==> config.mk <==
export PLATFORM = sky130hd
export DESIGN_NAME = uart_rx_byte
export DESIGN_NICKNAME = d
export VERILOG_FILES = /design/src/rtl/uart_pkg.sv /design/src/rtl/uart_rx_byte_sync2.sv /design/src/rtl/uart_rx_byte.sv
export SDC_FILE = /design/constraint.sdc
export NUM_CORES = 1
export LEC_CHECK = 0
export BUFFER_PORTS_ARGS = -buffer_cell sky130_fd_sc_hd__buf_2
export CAP_MARGIN = 10
export CORE_MARGIN = 1.5
export CORE_UTILIZATION = 65
export CTS_BUF_LIST = sky130_fd_sc_hd__clkbuf_2 sky130_fd_sc_hd__clkbuf_4 sky130_fd_sc_hd__clkbuf_8
export CTS_CLUSTER_DIAMETER = 150
export DETAILED_ROUTE_END_ITERATION = 10
export PLACE_DENSITY_LB_ADDON = 0.1
export SETUP_SLACK_MARGIN = 0.05
export SLEW_MARGIN = 10
export SYNTH_ARGS = -nofsm -noshare
export SYNTH_HDL_FRONTEND = slang
export SYNTH_SLANG_ARGS = --single-unit
==> constraint.sdc <==
create_clock -name clk -period 4.1 [get_ports clk]
set_input_delay 0.205 -clock clk [delete_from_list [all_inputs] [get_ports clk]]
set_output_delay 0.205 -clock clk [all_outputs]
set_load 0.01 [all_outputs]
==> src/rtl/uart_pkg.sv <==
// uart_pkg: shared state encoding and helpers for the UART byte receiver.
package uart_pkg;
  localparam int DATA_BITS = 8;
  typedef enum logic [2:0] {IDLE, START, DATA, PARITY, STOP, BREAK} state_e;
  function automatic int clks_per_bit(input int clk_hz, input int baud);
    return clk_hz / baud;
  endfunction
endpackage

==> src/rtl/uart_rx_byte_sync2.sv <==
// sync2: two-flop synchroniser for an asynchronous pin with a configurable reset value.
module sync2 #(
  parameter logic RST_VAL = 1'b1
) (
  input  logic clk,
  input  logic rst,
  input  logic d,
  output logic q
);
  logic [1:0] ff_q, ff_d;
  always_comb ff_d = {ff_q[0], d};
  always_ff @(posedge clk) begin
    if (rst) ff_q <= {2{RST_VAL}};
    else ff_q <= ff_d;
  end
  assign q = ff_q[1];
endmodule

==> src/rtl/uart_rx_byte.sv <==
// uart_rx_byte: 8N1 UART receiver with centre sampling; UART_RX_PARITY_EN selects 8E1 with parity_error.
module uart_rx_byte import uart_pkg::*; #(
  parameter int CLK_HZ       = 12000000,
  parameter int BAUD         = 115200,
  parameter int CLKS_PER_BIT = clks_per_bit(CLK_HZ, BAUD)
) (
  input  logic                 clk,
  input  logic                 RESET,
  input  logic                 UART_RX,
  output logic [DATA_BITS-1:0] data,
  output logic                 send,
  output logic                 framing_error
`ifdef UART_RX_PARITY_EN
  , output logic               parity_error
`endif
);
  localparam int TW = $clog2(CLKS_PER_BIT);
  localparam logic [TW-1:0] LAST = TW'(CLKS_PER_BIT - 1);
  localparam logic [TW-1:0] HALF_M1 = TW'(CLKS_PER_BIT / 2 - 1);
  if (CLKS_PER_BIT < 4) begin : g_cpb_check
    $error("CLKS_PER_BIT must be >= 4");
  end
  logic rx_s;
  state_e state_q, state_d;
  logic [TW-1:0] timer_q, timer_d;
  logic [2:0] bit_q, bit_d;
  logic [DATA_BITS-1:0] shreg_q, shreg_d, data_q, data_d;
  logic send_q, send_d, ferr_q, ferr_d;
`ifdef UART_RX_PARITY_EN
  logic pbad_q, pbad_d, perr_q, perr_d;
`endif
  sync2 #(.RST_VAL(1'b1)) u_sync (.clk(clk), .rst(RESET), .d(UART_RX), .q(rx_s));
  always_comb begin
    state_d = state_q;
    timer_d = timer_q + 1'b1;
    bit_d = bit_q;
    shreg_d = shreg_q;
    data_d = data_q;
    send_d = 1'b0;
    ferr_d = 1'b0;
`ifdef UART_RX_PARITY_EN
    pbad_d = pbad_q;
    perr_d = 1'b0;
`endif
    case (state_q)
      IDLE: begin
        timer_d = '0;
        state_d = rx_s ? IDLE : START;
      end
      // a start bit still low at its centre is genuine, otherwise it was a glitch
      START: if (timer_q == HALF_M1) begin
        timer_d = '0;
        bit_d = '0;
        state_d = rx_s ? IDLE : DATA;
      end
      DATA: if (timer_q == LAST) begin
        timer_d = '0;
        shreg_d = {rx_s, shreg_q[DATA_BITS-1:1]};
        bit_d = bit_q + 1'b1;
`ifdef UART_RX_PARITY_EN
        if (bit_q == 3'(DATA_BITS - 1)) state_d = PARITY;
`else
        if (bit_q == 3'(DATA_BITS - 1)) state_d = STOP;
`endif
      end
`ifdef UART_RX_PARITY_EN
      PARITY: if (timer_q == LAST) begin
        timer_d = '0;
        pbad_d = ^{shreg_q, rx_s};
        state_d = STOP;
      end
`endif
      STOP: if (timer_q == LAST) begin
        timer_d = '0;
        state_d = rx_s ? IDLE : BREAK;
        ferr_d = !rx_s;
`ifdef UART_RX_PARITY_EN
        send_d = rx_s && !pbad_q;
        perr_d = rx_s && pbad_q;
        data_d = (rx_s && !pbad_q) ? shreg_q : data_q;
`else
        send_d = rx_s;
        data_d = rx_s ? shreg_q : data_q;
`endif
      end
      BREAK: begin
        timer_d = '0;
        state_d = rx_s ? IDLE : BREAK;
      end
      default: state_d = IDLE;
    endcase
  end
  always_ff @(posedge clk) begin
    if (RESET) begin
      state_q <= IDLE;
      timer_q <= '0;
      bit_q <= '0;
      shreg_q <= '0;
      data_q <= '0;
      send_q <= 1'b0;
      ferr_q <= 1'b0;
`ifdef UART_RX_PARITY_EN
      pbad_q <= 1'b0;
      perr_q <= 1'b0;
`endif
    end else begin
      state_q <= state_d;
      timer_q <= timer_d;
      bit_q <= bit_d;
      shreg_q <= shreg_d;
      data_q <= data_d;
      send_q <= send_d;
      ferr_q <= ferr_d;
`ifdef UART_RX_PARITY_EN
      pbad_q <= pbad_d;
      perr_q <= perr_d;
`endif
    end
  end
  assign data = data_q;
  assign send = send_q;
  assign framing_error = ferr_q;
`ifdef UART_RX_PARITY_EN
  assign parity_error = perr_q;
`endif
endmodule
==> results.toml, run 1 <==
[synth]
syn_inst = 140
syn_area_per_cell_um2 = 10.05
synth_top_area_cell = "dfxtp_1"
ys_seq_elements = 33
ys_types = 36
synth_top_area_share_pct = 46.93
yosys-top-cells-area = "dfxtp_1 47%, mux2i_1 13%, nor2_1 5.3%, ha_1 3.6%, nor3_1 3.2%"
yosys_warnings = 0
ys_seq_area_share_pct = 46.93
synthTopCellsByCount = "33 x dfxtp_1, 20 x nor2_1, 18 x mux2i_1"
synth_most_common_cell = "dfxtp_1"
async_flop_share_pct = 0
syn_nets = 147
syn_area_um2 = 1408
ys.flop_type = "dfxtp_1"
synth_edf_count = 0

[place]
pre_cts_slack_ns = 1.587
port_buffers = 12
dp_hpwl_mm = 1.692
place_congestion = 0.8404
place_area_um2 = 1468

[critical_path]
end_kind = "flip-flop"
reg2reg_depth = 5
critical_path.top_delay_family = "simple AND/OR/NAND/NOR gates"
critPathBufInv = 0
reg2reg_to = "data[6]"
critPathArrivalTime_ns = 2.71
reg2reg_slack_ns = 1.60
max_stage_delay_ns = 0.95
worstSetupPathType = "reg -> reg"
worstPathCellList = "ha_1 -> or3b_2 -> nor4_2 -> mux2i_1 -> nor2_1"
path_max_fanout = 9
crit_path_start_kind = "flip-flop"
crit_path_top_delay_cell = "nor4_2"
rr_startpoint = "timer_q[0]"
critical_path_required_ns = 4.31

[cts]
path_clk_slew_ns = 0.09
clockBufferDepth = 2
post_cts_buffers = 0
cts_tree = "done"
h-tree-depth = 2
ctsResizeCount = 0
cts_buffers = 5
insertion_delay_ns = 0.34
clock-root-buffer = "clkbuf_4"
cts_hold_buf = 0
cts_sinks = 33

[sta]
fin_worst_skew_ns = 0.004620
rsz0062_at_grt = "false"
fin_crit_ns = 2.498
tightest_slew_ns = 1.159
hold_viol = 0
setup_tns_ns = 0
fin_crit_sh_pct = 60.93
hold_slack_ns = 0.04327
max_freq_mhz = 400.3
max_slew_margin_pct = 22.12
setup_ws_ns = 1.602
setup_viol = 0
report.final.slew_viol_count = 0

[detailed_routing]
viasPerCell = 5.691
wl_mm = 2.462
wl_per_cell_um = 13.60
dr.pass1.iters = 4
ant_nets = 0
drc_errors = 0
vias = 1030
drtIter0Drc = 22

[global_routing]
grt-ovfl-total = 0
grt_pass1_wl_mm = 4.250
grt_pass1_vias = 988
grt_use_total_pct = 22.96
grt_antenna_before_repair = 0
grt_max_degree = 32

[outcome]
outcome = "complete, no violations"

[min_path]
hp-start = "UART_RX"
hold_path_end = "u_sync.ff_q[0]"
min_path_cells = 2
min_path_type = "in -> reg"

[floorplan]
core_um2 = 2002
start_util_pct = 70.31
rows = 16
pin_count = 13
die-area_um2 = 2454
fp.dieH_um = 49.54
fp.dieW_um = 49.54

[final_layout]
fin_nets = 160
layout-drive-gt1-share_pct = 18.83
area_growth_pct = 8.178
antenna_cells = 0
stdcell_area_um2 = 1523

[power_and_ir_drop]
power_density_nw_per_um2 = 336.9
leakagePower_nw = 0.6097
peakVddDrop_v = 0.0002844

[job]
drv_cap = 0
## metal layers
metal  wire length [um]  up-vias  global-route usage [%]
met5                  0        -                       0
met4                 38        0                   9.722
met3                114        7                   8.485
met2               1132       19                   35.56
met1               1176      480                   28.74
li1                   -      524                       -
## report_power, final
group / switching, mW / internal, mW
Clock: 0.105 / 0.0718
Combinational: 0.00821 / 0.00352
Sequential: 0.00227 / 0.322
## cell type report
class | count | area, um^2
clock buffers | 6 | 45.04
clock inverters | 2 | 10.01
fillers | 145 | 479.2
inverters | 3 | 11.26
multi-input cells | 98 | 701.9
flip-flops and latches | 33 | 660.6
well taps | 27 | 33.78
repair buffers | 12 | 60.06
## cells in the final DEF (no fill, tap or decap), drive strengths merged, types with 2 or more instances in the layout
| cell | instances |
|---|---|
| dfxtp | 33 |
| nor2 | 20 |
| mux2i | 18 |
| buf | 12 |
| nor3 | 10 |
| nand2 | 6 |
| clkbuf | 6 |
| nand3 | 5 |
| ha | 4 |
| inv | 3 |
| o21ai | 3 |
| xor2 | 3 |
| nor4 | 3 |
| nand2b | 2 |
| o311a | 2 |
| xnor2 | 2 |
| nor3b | 2 |
| nor2b | 2 |
| or2 | 2 |
| clkinv | 2 |
| or3b | 2 |
## through the flow
| stage | total power [mW] | util, % | std cells |
|---|---|---|---|
| finish | 0.5130 | 76.06 | 181 |
| global route | 0.5318 | 76.06 | 181 |
| CTS | 0.5183 | 76.06 | 181 |
| detailed placement | 0.3435 | 73.31 | 173 |
| global placement | 0.3427 | 73.31 | 173 |
| floorplan | 0.3403 | - | 140 |
## registers in the layout, summed over array words and instances, names as in the netlist
signal         count
shreg_q            8
state_q            3
send               1
u_sync.ff_q        2
bit_q              3
framing_error      1
data               8
timer_q            7
## cell families after synthesis
logic type / after synthesis / share of synthesized area, %
DFF: 33 / 46.93
adders and majority gates: 4 / 3.556
muxes: 19 / 13.60
AOI/OAI and AO/OA: 11 / 6.044
xor gates and xnor gates: 5 / 3.112
and+or+nand+nor: 59 / 23.55
buffers and inverters: 9 / 3.200
## worst max-delay path by stage
stage                from       to  slack (ns)  depth (start not counted)
6_report       timer_q[0]  data[6]        1.60                          5
5_1_grt        timer_q[0]  data[3]        1.40                          5
4_1_cts        timer_q[0]  data[3]        1.57                          5
3_5_place_dp   timer_q[0]  data[3]        1.59                          5
3_3_place_gp   timer_q[0]  data[6]        1.66                          5
2_1_floorplan  timer_q[0]  data[0]        2.33                          6
Power figures use the tool's default switching activity.
==> inputs of run 2 (changes only) <==
CORE_UTILIZATION = 54   (was 65)
clock period = 2.1 ns   (was 4.1 ns; I/O delays follow)
==> results.toml, run 2 (same netlist as run 1, synthesis figures left out) <==
[final_layout]
instances_no_fill = 188
n_fill_cell = 232
stdcell_area_um2 = 1567
antenna_cells = 0
area_growth_pct = 11.29
final_util_pct = 63.23
layout_common_cells = "32 x dfxtp_1, 20 x nor2_1, 18 x mux2i_1"
layout-drive-gt1-share_pct = 20.89
layout_commonest_cell = "dfxtp_1"
fin_nets = 164

[critical_path]
crit_end = "data[5]"
reg2reg_slack_ns = 0.19
end_kind = "flip-flop"
crit_path_start_kind = "flip-flop"
critPathArrivalTime_ns = 2.12
critical_path_required_ns = 2.31
reg2reg_to = "data[5]"
reg2reg_depth = 6
critPathBufInv = 1
max_stage_delay_ns = 0.50
worstSetupPathType = "reg -> reg"
worstPathCellList = "ha_1 -> or3b_2 -> nor4_4 -> buf_2 -> mux2i_1 -> nor2_1"
path_max_fanout = 4
path_depth = 6
rr_startpoint = "timer_q[1]"
crit_path_top_delay_cell = "or3b_2"
critical_path.top_delay_family = "simple AND/OR/NAND/NOR gates"
critPathLaunch = "timer_q[1]"

[cts]
cts_tree = "done"
clock-root-buffer = "clkbuf_4"
cts_sinks = 33
clockBufferDepth = 2
insertion_delay_ns = 0.33
cts_buffers = 5
h-tree-depth = 2
path_clk_slew_ns = 0.10

[detailed_routing]
viasPerCell = 5.388
drtIter0Drc = 8
dr.pass1.iters = 4
drc_errors = 0
ant_nets = 0
vias = 1013
wl_per_cell_um = 12.89
wl_mm = 2.423

[power_and_ir_drop]
p_switching_mw = 0.2293
combPwrFrac_pct = 2.4
finalPower_mw = 0.9920
switching_share_pct = 23.11
peakVddDrop_v = 0.0006170
leakagePower_nw = 0.6266
seqPwrFrac_pct = 63.8
power.internal_mw = 0.7627
p_clk_share_pct = 33.8
power_density_nw_per_um2 = 633.2

[place]
placed_cells = 178
port_buffers = 12
place_congestion = 0.8366
place_area_um2 = 1486
dp_hpwl_mm = 1.617

[sta]
fin_worst_skew_ns = 0.007078
rsz0062_at_grt = "false"
max_slew_margin_pct = 65.62
setup_viol = 0
report.final.slew_viol_count = 0
tightest_slew_ns = 0.5158
fin_crit_sh_pct = 90.71
fin_crit_ns = 1.905
max_freq_mhz = 524.9
setup_tns_ns = 0
hold_viol = 0

[floorplan]
rows = 18
pin_count = 13
start_util_pct = 56.82
core_um2 = 2477
fp.dieH_um = 54.06
die-area_um2 = 2922
fp.dieW_um = 54.06

[global_routing]
grt_pass1_vias = 983
grt_pass1_wl_mm = 4.105
grt_max_degree = 32
grt_use_total_pct = 19.84
grt-ovfl-total = 0
grt_antenna_before_repair = 0

[job]
drv_cap = 0

[min_path]
min_path_type = "in -> reg"

[outcome]
outcome = "complete, no violations"
==> run 2: metal layers <==
layer	vias to the layer above	global-route usage, %	wire (um)
met5	-	0	0
met1	464	25.22	1195
li1	532	-	-
met3	6	8.333	89
met4	0	8.750	39
met2	11	29.27	1099
==> run 2: what timing repair did <==
| action | in CTS | in global routing |
|---|---|---|
| resized for setup | 0 | 3 |
| endpoints found under the hold margin | 1 | 0 |
| setup endpoints to repair | 0 | 8 |
| hold buffers | 1 | 0 |
| setup buffers | 0 | 0 |
==> run 2: final cells by class <==
| type | count | area (um^2) | share of cell area, % |
|---|---|---|---|
| Tap cell | 30 | 37.54 | 2.396 |
| Clock buffer | 5 | 37.54 | 2.396 |
| Sequential cell | 33 | 661.9 | 42.25 |
| Timing Repair Buffer | 16 | 90.09 | 5.751 |
| Clock inverter | 3 | 17.52 | 1.118 |
| Inverter | 3 | 11.26 | 0.7189 |
| Multi-Input combinational cell | 98 | 710.7 | 45.37 |
==> run 2: worst reg2reg max path: cells and delay by family (launching register included) <==
family / cells / cell delay (ns)
and+or+nand+nor: 3 / 0.80
DFF: 1 / 0.39
buffers and inverters: 1 / 0.22
muxes: 1 / 0.20
adders and majority gates: 1 / 0.18
==> run 2: power by group through the flow <==
stage | Clock [mW] | Combinational [mW] | Sequential, mW
2_1_floorplan | 0 | 0.0193 | 0.645
3_5_place_dp | 0 | 0.0229 | 0.647
6_report | 0.335 | 0.0241 | 0.633
5_1_grt | 0.373 | 0.0275 | 0.634
3_3_place_gp | 0 | 0.0227 | 0.647
4_1_cts | 0.352 | 0.0243 | 0.633
==> run 2: worst min-delay path by stage <==
| stage | startpoint | to | slack (ns) | cells after the start |
|---|---|---|---|---|
| floorplan | UART_RX | u_sync.ff_q[0] | 0.21 | 1 |
| global placement | UART_RX | u_sync.ff_q[0] | 0.29 | 2 |
| detailed placement | UART_RX | u_sync.ff_q[0] | 0.29 | 2 |
| CTS | RESET | shreg_q[2] | 0.21 | 2 |
| global route | RESET | shreg_q[6] | 0.24 | 2 |
| finish | RESET | shreg_q[2] | 0.22 | 2 |
==> run 2: per-stage QoR <==
| stage | setup WS, ns | hold slack [ns] |
|---|---|---|
| 4_1_cts | 0.1786 | 0.2127 |
| 2_1_floorplan | 0.3301 | 0.2088 |
| 6_report | 0.1950 | 0.2201 |
| 5_1_grt | 0.05623 | 0.2437 |
| 3_3_place_gp | 0.2337 | 0.2888 |
| 3_5_place_dp | 0.1851 | 0.2905 |
==> inputs of run 3 (changes only) <==
==> constraint.sdc (replaced) <==
create_clock -name clk -period 2.1 [get_ports clk]
set_input_delay 0.315 -clock clk [delete_from_list [all_inputs] [get_ports clk]]
set_output_delay 0.315 -clock clk [all_outputs]
set_load 0.01 [all_outputs]
==> results.toml, run 3 (same netlist as run 1, synthesis figures left out) <==
[final_layout]
regArea_um2 = 661.9
layout_commonest_cell = "dfxtp_1"
n_fill_cell = 235
layout_common_cells = "32 x dfxtp_1, 20 x nor2_1, 18 x mux2i_1"
area_growth_pct = 10.58
multiInputGateArea_um2 = 710.7
antenna_cells = 0
layout-drive-gt1-share_pct = 21.02
fin_nets = 163

[sta]
report.final.slew_viol_count = 0
fin_crit_ns = 1.906
hold_viol = 0
fin_crit_sh_pct = 90.77
setup_viol = 0
tightest_slew_ns = 0.5175
max_freq_mhz = 524.6
max_slew_margin_pct = 65.50
fin_worst_skew_ns = 0.007037
setup_tns_ns = 0
rsz0062_at_grt = "false"

[cts]
cts_hold_buf = 0
clock-root-buffer = "clkbuf_4"
h-tree-depth = 2
path_clk_slew_ns = 0.10
ctsResizeCount = 0
post_cts_buffers = 0
cts_tree = "done"
cts_buffers = 5
clockBufferDepth = 2
cts_sinks = 33
insertion_delay_ns = 0.33

[critical_path]
worstSetupPathType = "reg -> reg"
path_max_fanout = 4
end_kind = "flip-flop"
reg2reg_slack_ns = 0.19
reg2reg_depth = 6
crit_path_start_kind = "flip-flop"
critPathArrivalTime_ns = 2.12
critical_path_required_ns = 2.31
reg2reg_to = "data[5]"
rr_startpoint = "timer_q[1]"

[outcome]
outcome = "complete, no violations"

[min_path]
min_path_cells = 2
min_path_type = "in -> reg"
hold_path_end = "u_sync.ff_q[0]"
hp-start = "UART_RX"

[place]
port_buffers = 12
dp_hpwl_mm = 1.617
place_congestion = 0.8366

[power_and_ir_drop]
p_clk_share_pct = 33.8
peakVddDrop_v = 0.0006172
leakagePower_nw = 0.6224
p_switching_mw = 0.2298
finalPower_mw = 0.9913
switching_share_pct = 23.18
combPwrFrac_pct = 2.3
seqPwrFrac_pct = 63.9
power_density_nw_per_um2 = 636.9
power.internal_mw = 0.7615

[floorplan]
pin_count = 13
start_util_pct = 56.82
fp.dieH_um = 54.06
die-area_um2 = 2922
rows = 18
fp.dieW_um = 54.06
core_um2 = 2477

[job]
drv_cap = 0

[global_routing]
grt_pass1_vias = 980
grt_use_total_pct = 19.78
grt_pass1_wl_mm = 4.091
grt_max_degree = 32
grt-ovfl-total = 0
grt_antenna_before_repair = 0

[detailed_routing]
vias = 1013
dr.pass1.iters = 4
wl_per_cell_um = 12.96
drtIter0Drc = 8
ant_nets = 0
viasPerCell = 5.417
wl_mm = 2.423
drc_errors = 0
[run 3: cell type report]
type	count	share of cell area, %
well taps	30	2.412
repair buffers	15	5.145
multi-input cells	98	45.66
clock inverters	3	1.125
inverters	3	0.7235
flip-flops and latches	33	42.52
clock buffers	5	2.412
[run 3: critical path, stage by stage (launching register included)]
cell	delay (ns)
dfxtp_1	0.39
ha_1	0.18
or3b_2	0.50
nor4_4	0.25
buf_2	0.22
mux2i_1	0.20
nor2_1	0.05
[run 3: power groups by stage]
stage / registers [mW] / clock network [mW] / logic (mW)
floorplan: 0.645 / 0 / 0.0193
global placement: 0.647 / 0 / 0.0227
detailed placement: 0.647 / 0 / 0.0229
CTS: 0.633 / 0.352 / 0.0228
global route: 0.634 / 0.373 / 0.0260
finish: 0.633 / 0.336 / 0.0227
[run 3: worst max path at each step]
stage,start,end,slack (ns),cells past startpoint
after floorplan,timer_q[0],data[0],0.33,6
after global placement,timer_q[0],data[6],0.23,6
after detailed placement,timer_q[0],data[2],0.19,6
after CTS,timer_q[0],data[1],0.18,6
after global routing,timer_q[1],data[7],0.06,6
final,timer_q[1],data[5],0.19,6
[run 3: metrics by stage]
stage	cell area (um^2)	setup WS (ns)	util [%]	hold slack, ns	cells
4_1_cts	1541	0.1786	62.22	0.1435	186
6_report	1556	0.1939	62.83	0.1580	187
3_5_place_dp	1486	0.1851	60.00	0.3944	178
2_1_floorplan	1408	0.3301	-	0.3895	140
5_1_grt	1556	0.05648	62.83	0.1471	187
3_3_place_gp	1486	0.2337	60.00	0.3954	178
[run 3: metal layers]
layer | up-vias | routed length (um) | global-route usage, % | part of all wire (%)
li1 | 530 | - | - | -
met1 | 462 | 1190 | 25.04 | 49
met2 | 15 | 1093 | 29.27 | 45
met3 | 6 | 100 | 8.333 | 4.1
met4 | 0 | 39 | 8.750 | 1.6
met5 | - | 0 | 0 | 0
